File: src/rtl/dds_ddc_center_dlm_pkg.sv
// Shared types and constants for the DDC centre deadlock watchdog.
package dds_ddc_center_dlm_pkg;

  typedef enum logic [1:0] {
    ST_IDLE    = 2'd0,
    ST_COUNT   = 2'd1,
    ST_BLOCKED = 2'd2
  } dlm_state_e;

  localparam int EPISODE_W    = 8;
  localparam int DEF_N_AXIS   = 2;
  localparam int DEF_N_INST   = 1;
  localparam int DEF_THRESH_W = 16;

endpackage

File: src/rtl/dds_ddc_center_deadlock_watch_if.sv
// Stall/idle inputs, configuration and status outputs of the deadlock watchdog.
interface dds_ddc_center_deadlock_watch_if
  import dds_ddc_center_dlm_pkg::*;
#(
  parameter int N_AXIS   = DEF_N_AXIS,
  parameter int N_INST   = DEF_N_INST,
  parameter int THRESH_W = DEF_THRESH_W
) ();

  logic [N_AXIS-1:0]        axis_block_sigs;
  logic [N_INST-1:0]        inst_idle_sigs;
  logic [N_INST-1:0]        inst_block_sigs;
  logic [THRESH_W-1:0]      threshold;
  logic                     clear;
  logic                     block;
  logic                     block_sticky;
  logic [N_AXIS+N_INST-1:0] src_mask;
  logic [EPISODE_W-1:0]     episode_cnt;

  // The observed datapath side drives stall indications and reads status.
  modport master (
    output axis_block_sigs, inst_idle_sigs, inst_block_sigs, threshold, clear,
    input  block, block_sticky, src_mask, episode_cnt
  );

  modport slave (
    input  axis_block_sigs, inst_idle_sigs, inst_block_sigs, threshold, clear,
    output block, block_sticky, src_mask, episode_cnt
  );

endinterface

File: src/rtl/dds_ddc_center_dlm_persist.sv
// Persistence counter: counts consecutive cycles with raw high and flags when
// the next sample would reach the effective threshold (0 behaves as 1).
module dds_ddc_center_dlm_persist
  import dds_ddc_center_dlm_pkg::*;
#(
  parameter int THRESH_W = DEF_THRESH_W
) (
  input  logic                clock,
  input  logic                reset,
  input  logic                raw,
  input  logic [THRESH_W-1:0] threshold,
  output logic                reach
);

  logic [THRESH_W-1:0] cnt_q;
  logic [THRESH_W-1:0] cnt_inc;
  logic [THRESH_W-1:0] thresh_eff;

  function automatic logic [THRESH_W-1:0] sat_inc(input logic [THRESH_W-1:0] v);
    return (&v) ? v : v + THRESH_W'(1);
  endfunction

  // Threshold is live every cycle; >= keeps a lowered threshold from being
  // skipped over while a burst is already in progress.
  always_comb begin
    cnt_inc    = sat_inc(cnt_q);
    thresh_eff = (threshold == '0) ? THRESH_W'(1) : threshold;
    reach      = raw && (cnt_inc >= thresh_eff);
  end

  always_ff @(posedge clock) begin
    if (reset || !raw) cnt_q <= '0;
    else               cnt_q <= cnt_inc;
  end

endmodule

File: src/rtl/dds_ddc_center_deadlock_watch.sv
// Deadlock watchdog: flags stall sources persisting for threshold cycles.
// Define DDS_DDC_DEADLOCK_SNAPSHOT_EN to latch which sources caused the first episode.
module dds_ddc_center_deadlock_watch
  import dds_ddc_center_dlm_pkg::*;
#(
  parameter int N_AXIS   = DEF_N_AXIS,
  parameter int N_INST   = DEF_N_INST,
  parameter int THRESH_W = DEF_THRESH_W
) (
  input  logic                            clock,
  input  logic                            reset,
  dds_ddc_center_deadlock_watch_if.slave  mon
);

  localparam int SRC_W = N_AXIS + N_INST;

  logic [SRC_W-1:0]     raw_src;
  logic                 raw;
  logic                 reach;
  dlm_state_e           state_q;
  dlm_state_e           state_d;
  logic                 block;
  logic                 enter;
  logic                 sticky_q;
  logic [EPISODE_W-1:0] ep_q;

  function automatic logic [EPISODE_W-1:0] ep_sat_inc(input logic [EPISODE_W-1:0] v);
    return (&v) ? v : v + EPISODE_W'(1);
  endfunction

  // An instance that reports idle is not considered blocked.
  assign raw_src = {mon.inst_block_sigs & ~mon.inst_idle_sigs, mon.axis_block_sigs};
  assign raw     = |raw_src;

  dds_ddc_center_dlm_persist #(
    .THRESH_W (THRESH_W)
  ) u_persist (
    .clock     (clock),
    .reset     (reset),
    .raw       (raw),
    .threshold (mon.threshold),
    .reach     (reach)
  );

  always_ff @(posedge clock) begin
    if (reset) state_q <= ST_IDLE;
    else       state_q <= state_d;
  end

  always_comb begin
    state_d = state_q;
    case (state_q)
      ST_IDLE:    state_d = raw ? (reach ? ST_BLOCKED : ST_COUNT) : ST_IDLE;
      ST_COUNT:   state_d = !raw ? ST_IDLE : (reach ? ST_BLOCKED : ST_COUNT);
      ST_BLOCKED: state_d = raw ? ST_BLOCKED : ST_IDLE;
      default:    state_d = ST_IDLE;
    endcase
  end

  always_comb begin
    block = 1'b0;
    enter = 1'b0;
    block = (state_q == ST_BLOCKED);
    enter = (state_q != ST_BLOCKED) && (state_d == ST_BLOCKED);
  end

  // A new episode on the clearing edge wins over the clear.
  always_ff @(posedge clock) begin
    if (reset)           sticky_q <= 1'b0;
    else if (enter)      sticky_q <= 1'b1;
    else if (mon.clear)  sticky_q <= 1'b0;
  end

  always_ff @(posedge clock) begin
    if (reset)          ep_q <= '0;
    else if (mon.clear) ep_q <= enter ? EPISODE_W'(1) : '0;
    else if (enter)     ep_q <= ep_sat_inc(ep_q);
  end

`ifdef DDS_DDC_DEADLOCK_SNAPSHOT_EN
  logic [SRC_W-1:0] snap_q;

  // Only the first episode after a clear is captured; sticky marks it taken.
  always_ff @(posedge clock) begin
    if (reset)                                  snap_q <= '0;
    else if (enter && (mon.clear || !sticky_q)) snap_q <= raw_src;
    else if (mon.clear)                         snap_q <= '0;
  end

  assign mon.src_mask = snap_q;
`else
  assign mon.src_mask = '0;
`endif

  assign mon.block        = block;
  assign mon.block_sticky = sticky_q;
  assign mon.episode_cnt  = ep_q;

endmodule

File: src/flat_wrapper.sv
// flat-port wrapper written by rule: the top's interface ports become plain ports
module dds_ddc_center_deadlock_watch_flat import dds_ddc_center_dlm_pkg::*;
#(
  parameter int N_AXIS   = DEF_N_AXIS,
  parameter int N_INST   = DEF_N_INST,
  parameter int THRESH_W = DEF_THRESH_W
)
  (clock, reset, mon_axis_block_sigs, mon_inst_idle_sigs, mon_inst_block_sigs, mon_threshold, mon_clear, mon_block, mon_block_sticky, mon_src_mask, mon_episode_cnt);
  dds_ddc_center_deadlock_watch_if #(.N_AXIS(N_AXIS), .N_INST(N_INST), .THRESH_W(THRESH_W)) mon_i ();
  input  logic clock;
  input  logic reset;
  input wire logic [$bits(mon_i.axis_block_sigs)-1:0] mon_axis_block_sigs;
  input wire logic [$bits(mon_i.inst_idle_sigs)-1:0] mon_inst_idle_sigs;
  input wire logic [$bits(mon_i.inst_block_sigs)-1:0] mon_inst_block_sigs;
  input wire logic [$bits(mon_i.threshold)-1:0] mon_threshold;
  input wire logic [$bits(mon_i.clear)-1:0] mon_clear;
  output wire logic [$bits(mon_i.block)-1:0] mon_block;
  output wire logic [$bits(mon_i.block_sticky)-1:0] mon_block_sticky;
  output wire logic [$bits(mon_i.src_mask)-1:0] mon_src_mask;
  output wire logic [$bits(mon_i.episode_cnt)-1:0] mon_episode_cnt;
  assign mon_i.axis_block_sigs = mon_axis_block_sigs;
  assign mon_i.inst_idle_sigs = mon_inst_idle_sigs;
  assign mon_i.inst_block_sigs = mon_inst_block_sigs;
  assign mon_i.threshold = mon_threshold;
  assign mon_i.clear = mon_clear;
  assign mon_block = mon_i.block;
  assign mon_block_sticky = mon_i.block_sticky;
  assign mon_src_mask = mon_i.src_mask;
  assign mon_episode_cnt = mon_i.episode_cnt;
  dds_ddc_center_deadlock_watch #(.N_AXIS(N_AXIS), .N_INST(N_INST), .THRESH_W(THRESH_W)) u_core (.clock(clock), .reset(reset), .mon(mon_i));
endmodule
File: config.mk
export PLATFORM = sky130hd
export DESIGN_NAME = dds_ddc_center_deadlock_watch_flat
export DESIGN_NICKNAME = d
export VERILOG_FILES = /design/src/rtl/dds_ddc_center_dlm_pkg.sv /design/src/rtl/dds_ddc_center_deadlock_watch_if.sv /design/src/rtl/dds_ddc_center_dlm_persist.sv /design/src/rtl/dds_ddc_center_deadlock_watch.sv /design/src/flat_wrapper.sv
export SDC_FILE = /design/constraint.sdc
export NUM_CORES = 1
export LEC_CHECK = 0
export CAP_MARGIN = 20
export CELL_PAD_IN_SITES_DETAIL_PLACEMENT = 1
export CELL_PAD_IN_SITES_GLOBAL_PLACEMENT = 1
export CORE_ASPECT_RATIO = 1.2
export CORE_UTILIZATION = 40
export CTS_BUF_LIST = sky130_fd_sc_hd__clkbuf_4 sky130_fd_sc_hd__clkbuf_8
export CTS_CLUSTER_DIAMETER = 100
export DETAILED_ROUTE_END_ITERATION = 16
export PLACE_DENSITY_LB_ADDON = 0.1
export SKIP_CTS_REPAIR_TIMING = 1
export SYNTH_ARGS = -nofsm -noshare
export SYNTH_HDL_FRONTEND = slang
export SYNTH_HIERARCHICAL = 1
export SYNTH_SLANG_ARGS = --single-unit
File: constraint.sdc
create_clock -name clock -period 4 [get_ports clock]
set_clock_uncertainty 0.1 [all_clocks]
set_input_delay 0.4 -clock clock [delete_from_list [all_inputs] [get_ports clock]]
set_output_delay 0.4 -clock clock [all_outputs]
set_load 0.005 [all_outputs]
==> reports/metrics.cfg, run 1 <==
[status]
status=finished, final reports clean

[placed_design]
port_buffers=32
post-place-ws_ns=-0.02880
dpl.hpwl_um=4060
place_congestion=0.8046
dpl.cell_count=313

[setup_path]
r2r-end=u_core/mon.episode_cnt[4]$_SDFFE_PP0P_
cp_cell_sequence=ha_1 > nand3_2 > nor3_4 > and3_1 > mux2_1 > ha_1 > nand4_1 > nor3_2 > nand3_1 > a21boi_2 > nand2b_4 > a21o_1 > or4_1 > a21oi_1
timing.rr.start=u_core/u_persist/cnt_q[0]$_SDFF_PP0_
crit_path_start_kind=register
crit_buf_inv=0
crit_type=register to register
worstPathRequired_ns=4.12
path_depth=14
crit_top_cell=ha_1
reg2reg_slack_ns=0.22
critical_path.top_delay_family=simple AND/OR/NAND/NOR gates
crit_fanout=11
cp_slowest_stage_delay_ns=0.53
cpMaxStageDelayCell=or4_1
end_kind=register
arrival_ns=3.90
reg2regPathDepth=14

[cells_and_area]
num-fill-cells=547
layout.nets=303
multi_input_area_mm2=0.001239
areaGrowthSynthToFinish_pct=23.20
final_cell_count_no_fill=317
fin_util_pct=52.65
diodes=0
drive_gt1_share_pct=8.046
regArea_um2=540.5

[clocking]
clock_sinks=27
cts_buffers=3
cts_tree=built
clk_latency_ns=0.29
root_buffer=clkbuf_8
htreeDepth=1
clkTransAtPathRegs_ns=0.11
clock_path_buffers=2

[detailed_routing]
wirelength_um=5001
viasPerCell=5.539
drt_iter0_drc=46
post-route-drc-count=0
vias=1756
post_drt_wl_per_cell_um=15.78
postRouteAntennaNets=0
first_pass_iters=4

[power]
peakVddDrop_mv=0.1469
power.density_mw_per_mm2=219.9
leakage_uw=0.0009783

[sta]
fin_crit_sh_pct=94.50
setup_viol=0
worstMarginPinSlew_ns=0.6002
finalHoldViolCount=0
setup_tns_ns=0
max_freq_mhz=264.6
slew_headroom_pct=59.88
slew_viol_final=0
fin_ws_ns=0.2200
hold_ws_ns=0.3799
period_needed_ns=3.780
rsz0062_at_grt=no

[job]
max_cap_violations=0

[synthesis]
synthCells=227
synth-edff-count=0
yosys.cell_types.count=48
synth.most_common_cell=dfxtp_1
synth_top_cells_by_count=dfxtp_1, inv_1, nand2_1
ys_seq_area_share_pct=28.80
async_flop_share_pct=0
postSynthAreaPerCell_um2=8.268
synthTopCellsByArea=dfxtp_1, ha_1, inv_1
synth_seq_cells=27
yosysTopAreaCell=dfxtp_1
ys_warn_count=6
synth_flop_cell=dfxtp_1
netlist.area_leader.share_pct=28.80
netlist_area_mm2=0.001877

[global_routing]
grt_max_degree=17
grt_pass1_vias=1920
antenna_found_initial=0
grt_overflow=0
grt_pass1_wl_um=8625
grt.total_usage_pct=22.12

[floorplan]
initial_utilization_pct=42.74
die_y_um=77.04
coreArea_mm2=0.004392
io_pins=36
die_w_um=64.53
fp-row-count=26
die-area_mm2=0.004971

[min_path]
hold_end=u_core/mon.block_sticky$_SDFFE_PP0P_
min_path_type=register to register
hold_depth=2
hp-start=u_core/mon.block_sticky$_SDFFE_PP0P_

-- layer usage --
| metal | global-route usage (%) | part of all wire (%) | up-vias | wire, µm |
|---|---|---|---|---|
| met5 | 0 | 0 | - | 0 |
| met4 | 7.556 | 1.7 | 0 | 87 |
| met3 | 2.083 | 2.2 | 8 | 112 |
| met2 | 41.58 | 53 | 29 | 2637 |
| met1 | 25.27 | 43 | 840 | 2164 |
| li1 | - | - | 879 | - |
-- tightest hold or removal path: cells and delay by family (launching register included) --
kind	cells	cell delay, ns
flops	1	0.34
compound gates	1	0.06
simple gates	1	0.05
-- layout make-up --
type | instances | share of cell area, %
Multi-Input combinational cell | 175 | 53.57
Sequential cell | 27 | 23.38
Timing Repair Buffer | 34 | 14.50
Inverter | 21 | 3.409
Tap cell | 56 | 3.030
Clock buffer | 3 | 1.786
Clock inverter | 1 | 0.3247
-- report_power, final --
group	internal (µW)	total [µW]	leakage (µW)	switching (µW)
combinational	35.8	66.7	0.000738	30.9
sequential	272	274	0.000218	2.05
clock	71.1	168	0.0000217	97.1
-- metrics by stage --
stage	instance area [µm²]	power, µW
6_report	2312	508.5
5_1_grt	2312	535.2
4_1_cts	2296	515.9
3_5_place_dp	2247	346.1
3_3_place_gp	2247	344.3
2_1_floorplan	1884	312.7
-- sequential cells by signal (all words and copies together) (netlist names) --
name	flops
u_core/u_persist/cnt_q	16
u_core/mon.episode_cnt	8
u_core/mon.block_sticky	1
u_core/state_q	2
-- worst max path at each step --
stage	startpoint	to	slack, ns
6_report	u_core/u_persist/cnt_q[0]$_SDFF_PP0_	u_core/mon.episode_cnt[4]$_SDFFE_PP0P_	0.22
5_1_grt	u_core/u_persist/cnt_q[0]$_SDFF_PP0_	u_core/mon.episode_cnt[4]$_SDFFE_PP0P_	0.004
4_1_cts	u_core/u_persist/cnt_q[0]$_SDFF_PP0_	u_core/mon.episode_cnt[3]$_SDFFE_PP0P_	-0.06
3_5_place_dp	u_core/u_persist/cnt_q[0]$_SDFF_PP0_	u_core/mon.episode_cnt[3]$_SDFFE_PP0P_	-0.03
3_3_place_gp	u_core/u_persist/cnt_q[0]$_SDFF_PP0_	u_core/mon.episode_cnt[3]$_SDFFE_PP0P_	0.18
2_1_floorplan	u_core/u_persist/cnt_q[0]$_SDFF_PP0_	u_core/mon.episode_cnt[4]$_SDFFE_PP0P_	0.34
-- kinds of logic (layout without fill, tap and decap cells) --
| logic type | Yosys count | count (layout) | synth area share [%] |
|---|---|---|---|
| buffers and inverters | 27 | 59 | 6.466 |
| DFF | 27 | 27 | 28.80 |
| xor gates and xnor gates | 10 | 10 | 4.666 |
| and+or+nand+nor | 97 | 97 | 29.33 |
| AOI/OAI and AO/OA | 40 | 40 | 14.47 |
| muxes | 7 | 7 | 4.066 |
| adders and majority gates | 18 | 18 | 12.00 |
| other | 1 | 3 | 0.1998 |
-- cell usage in the layout (no fill, tap or decap), types with 2 or more instances in the layout --
cell	netlist	layout
buf_4	3	2
o21ai_0	7	7
conb_1	1	3
nor4_1	7	6
nor2_1	12	12
a31oi_1	3	3
and2_1	2	2
mux2i_1	2	2
nand2_1	19	19
xnor2_1	5	5
mux2_1	3	3
and3b_1	4	4
xor2_1	5	5
or4_1	2	2
nor2b_1	9	9
and4_4	2	2
a21oi_1	11	11
inv_1	21	21
a21o_1	2	2
or3_1	4	4
o31ai_1	2	2
and3_1	2	2
a41o_1	2	2
mux2_2	2	2
nand4_1	5	5
nand2b_1	5	5
nor3_1	7	6
clkbuf_8	0	3
a211oi_1	5	5
dfxtp_1	27	27
clkdlybuf4s50_1	0	32
nand3_1	11	11
ha_1	18	18
No activity file was read; power rests on OpenSTA's default activity.
==> run 2: changes to the inputs <==
--- a/config.mk
+++ b/config.mk
@@ -14,6 +14,7 @@
 export CTS_CLUSTER_DIAMETER = 100
 export DETAILED_ROUTE_END_ITERATION = 16
 export PLACE_DENSITY_LB_ADDON = 0.1
+export SETUP_SLACK_MARGIN = 0.4
 export SKIP_CTS_REPAIR_TIMING = 1
 export SYNTH_ARGS = -nofsm -noshare
 export SYNTH_HDL_FRONTEND = slang
==> constraint.sdc (replaced) <==
create_clock -name clock -period 3.7 [get_ports clock]
set_clock_uncertainty 0.1 [all_clocks]
set_input_delay 0.37 -clock clock [delete_from_list [all_inputs] [get_ports clock]]
set_output_delay 0.37 -clock clock [all_outputs]
set_load 0.005 [all_outputs]
==> run 2 against run 1 <==
  * Routed wire length up 2.0%
  * Critical endpoint unchanged
  * Highest routed layer unchanged
  * Global-route usage down 0.25 points
  * Sequential cell count unchanged
  * Setup slack worse by 0.026 ns
==> reports/metrics.cfg, run 2 (synthesis results as in run 1) <==
[clocking]
cts_tree=built
root_buffer=clkbuf_8
clk_latency_ns=0.29  ; about the same
clkTransAtPathRegs_ns=0.10  ; about the same
cts_buffers=3  ; unchanged
htreeDepth=1  ; unchanged
clock_sinks=27  ; unchanged
clock_path_buffers=2  ; unchanged

[setup_path]
end_kind=register
crit_end=u_core/mon.episode_cnt[4]$_SDFFE_PP0P_
reg2regPathDepth=14  ; unchanged
crit_type=register to register
cp_slowest_stage_delay_ns=0.42  ; -0.11 ns
crit_top_cell=ha_4
crit_fanout=8  ; -3
timing.rr.start=u_core/u_persist/cnt_q[0]$_SDFF_PP0_
path_depth=14  ; unchanged
crit_path_start_kind=register
crit_buf_inv=0  ; unchanged
worstPathRequired_ns=3.82  ; -0.30 ns
cp_cell_sequence=ha_4 > nand3_4 > nor3_4 > and3_4 > mux2_4 > ha_4 > nand4_1 > nor3_2 > nand3_1 > a21boi_2 > nand2b_4 > a21o_4 > or4_4 > a21oi_2
cpMaxStageDelayCell=or4_4
reg2reg_slack_ns=0.19  ; -0.03 ns
r2r-end=u_core/mon.episode_cnt[4]$_SDFFE_PP0P_
critical_path.top_delay_family=simple AND/OR/NAND/NOR gates
crit_start=u_core/u_persist/cnt_q[0]$_SDFF_PP0_
arrival_ns=3.63  ; -0.27 ns

[min_path]
min_path_type=register to register

[detailed_routing]
vias=1752  ; -0.23%
wirelength_um=5102  ; +2.0%
post-route-drc-count=0  ; unchanged
viasPerCell=5.424  ; -2.1%
drt_iter0_drc=62  ; +35%
first_pass_iters=4  ; unchanged
post_drt_wl_per_cell_um=15.80  ; +0.12%
postRouteAntennaNets=0  ; unchanged

[sta]
period_needed_ns=3.506  ; -0.2744 ns
setup_viol=0  ; unchanged
rsz0062_at_grt=yes
max_freq_mhz=285.3  ; +7.8%
finalHoldViolCount=0  ; unchanged
fin_ws_ns=0.1944  ; -0.02564 ns
hold_ws_ns=0.3644  ; -0.01544 ns
fin_crit_sh_pct=94.75  ; +0.25 points
slew_viol_final=0  ; unchanged

[placed_design]
place_congestion=0.8210  ; +2.0%
dpl.hpwl_um=4104  ; +1.1%
port_buffers=32  ; unchanged
dpl.cell_count=317  ; +1.3%
post-place-ws_ns=-0.1300  ; -0.1012 ns

[global_routing]
grt.total_usage_pct=21.87  ; -0.25 points
grt_overflow=0  ; unchanged
grt_pass1_vias=1847  ; -3.8%
antenna_found_initial=0  ; unchanged
grt_max_degree=17  ; unchanged
grt_pass1_wl_um=8493  ; -1.5%

[cells_and_area]
drive_gt1_share_pct=17.60  ; +9.6 points
areaGrowthSynthToFinish_pct=31.60
layout.nets=309  ; +2.0%
diodes=0  ; unchanged
mostFrequentLayoutCell=clkdlybuf4s50_1
final_cell_count_no_fill=323  ; +1.9%
num-fill-cells=543  ; -0.73%
regMostFlops=u_core/u_persist/cnt_q
final_cell_mix=clkdlybuf4s50_1, dfxtp_1, inv_1
largest_reg_flops=16  ; unchanged

[floorplan]
die_w_um=64.53  ; unchanged
die_y_um=77.04  ; unchanged
io_pins=36  ; unchanged
die-area_mm2=0.004971  ; unchanged
initial_utilization_pct=42.74  ; unchanged
fp-row-count=26  ; unchanged
coreArea_mm2=0.004392  ; unchanged

[job]
max_cap_violations=0  ; unchanged

[status]
status=finished, final reports clean

[power]
peakVddDrop_mv=0.1372  ; -6.6%
power.density_mw_per_mm2=222.9  ; +1.3%
leakage_uw=0.001010  ; +3.2%

-- run 2: changes by cell type in the layout (fill, tap and decap cells not counted), sizes merged --
cell,before,now
buf,2,8
-- run 2: cell type report --
class | count | area [µm²] | share of cell area, %
repair buffers | 40 | 380.4 | 15.40
flip-flops and latches | 27 | 549.3 | 22.24
inverters | 21 | 78.83 | 3.191
multi-input cells | 175 | 1343 | 54.36
clock buffers | 3 | 41.29 | 1.672
well taps | 56 | 70.07 | 2.837
clock inverters | 1 | 7.507 | 0.3040
-- run 2: metal layers --
| metal | GRT usage, % | up-vias | routed length, µm |
|---|---|---|---|
| li1 | - | 885 | - |
| met1 | 24.50 | 833 | 2196 |
| met2 | 41.26 | 29 | 2720 |
| met3 | 3.423 | 5 | 129 |
| met4 | 6.222 | 0 | 56 |
| met5 | 0 | - | 0 |
-- run 2: how the worst min path moves through the flow --
stage / startpoint / end / slack, ns / cells past startpoint
global route: u_core/mon.block_sticky$_SDFFE_PP0P_ / u_core/mon.block_sticky$_SDFFE_PP0P_ / 0.43 / 2
finish: u_core/mon.block_sticky$_SDFFE_PP0P_ / u_core/mon.block_sticky$_SDFFE_PP0P_ / 0.36 / 2
CTS: u_core/mon.block_sticky$_SDFFE_PP0P_ / u_core/mon.block_sticky$_SDFFE_PP0P_ / 0.38 / 2
global placement: u_core/mon.block_sticky$_SDFFE_PP0P_ / u_core/mon.block_sticky$_SDFFE_PP0P_ / 0.34 / 2
detailed placement: u_core/mon.block_sticky$_SDFFE_PP0P_ / u_core/mon.block_sticky$_SDFFE_PP0P_ / 0.35 / 2
floorplan: u_core/state_q[1]$_SDFF_PP0_ / u_core/state_q[0]$_SDFF_PP0_ / 0.32 / 1
-- run 2: report_power, final --
group	internal, µW	leakage, µW	switching, µW
Sequential	294	0.000221	3.61
Clock	76.8	0.0000217	102
Combinational	41.2	0.000768	33.5
-- run 2: tightest hold or removal path, cell delays in order, from the launching register on --
cell     delay [ns]
dfxtp_1        0.34
nand2_1        0.05
o21ai_0        0.05
-- run 2: stage by stage --
| stage | total power [µW] | area, µm² | setup TNS, ns | util [%] |
|---|---|---|---|---|
| floorplan | 340.8 | 1931 | 0 | - |
| global placement | 376.0 | 2317 | -0.03449 | 52.76 |
| detailed placement | 377.7 | 2317 | -0.3290 | 52.76 |
| CTS | 558.6 | 2366 | -0.4840 | 53.87 |
| global route | 582.1 | 2470 | -0.08247 | 56.24 |
| finish | 550.4 | 2470 | 0 | 56.24 |
==> run 3: changes to the inputs <==
--- a/config.mk
+++ b/config.mk
@@ -16,6 +16,7 @@
 export PLACE_DENSITY_LB_ADDON = 0.1
 export SETUP_SLACK_MARGIN = 0.4
 export SKIP_CTS_REPAIR_TIMING = 1
+export SLEW_MARGIN = 10
 export SYNTH_ARGS = -nofsm -noshare
 export SYNTH_HDL_FRONTEND = slang
 export SYNTH_HIERARCHICAL = 1
==> results of run 3 <==
No change in the layout: final DEF, timing and power equal those of run 2.
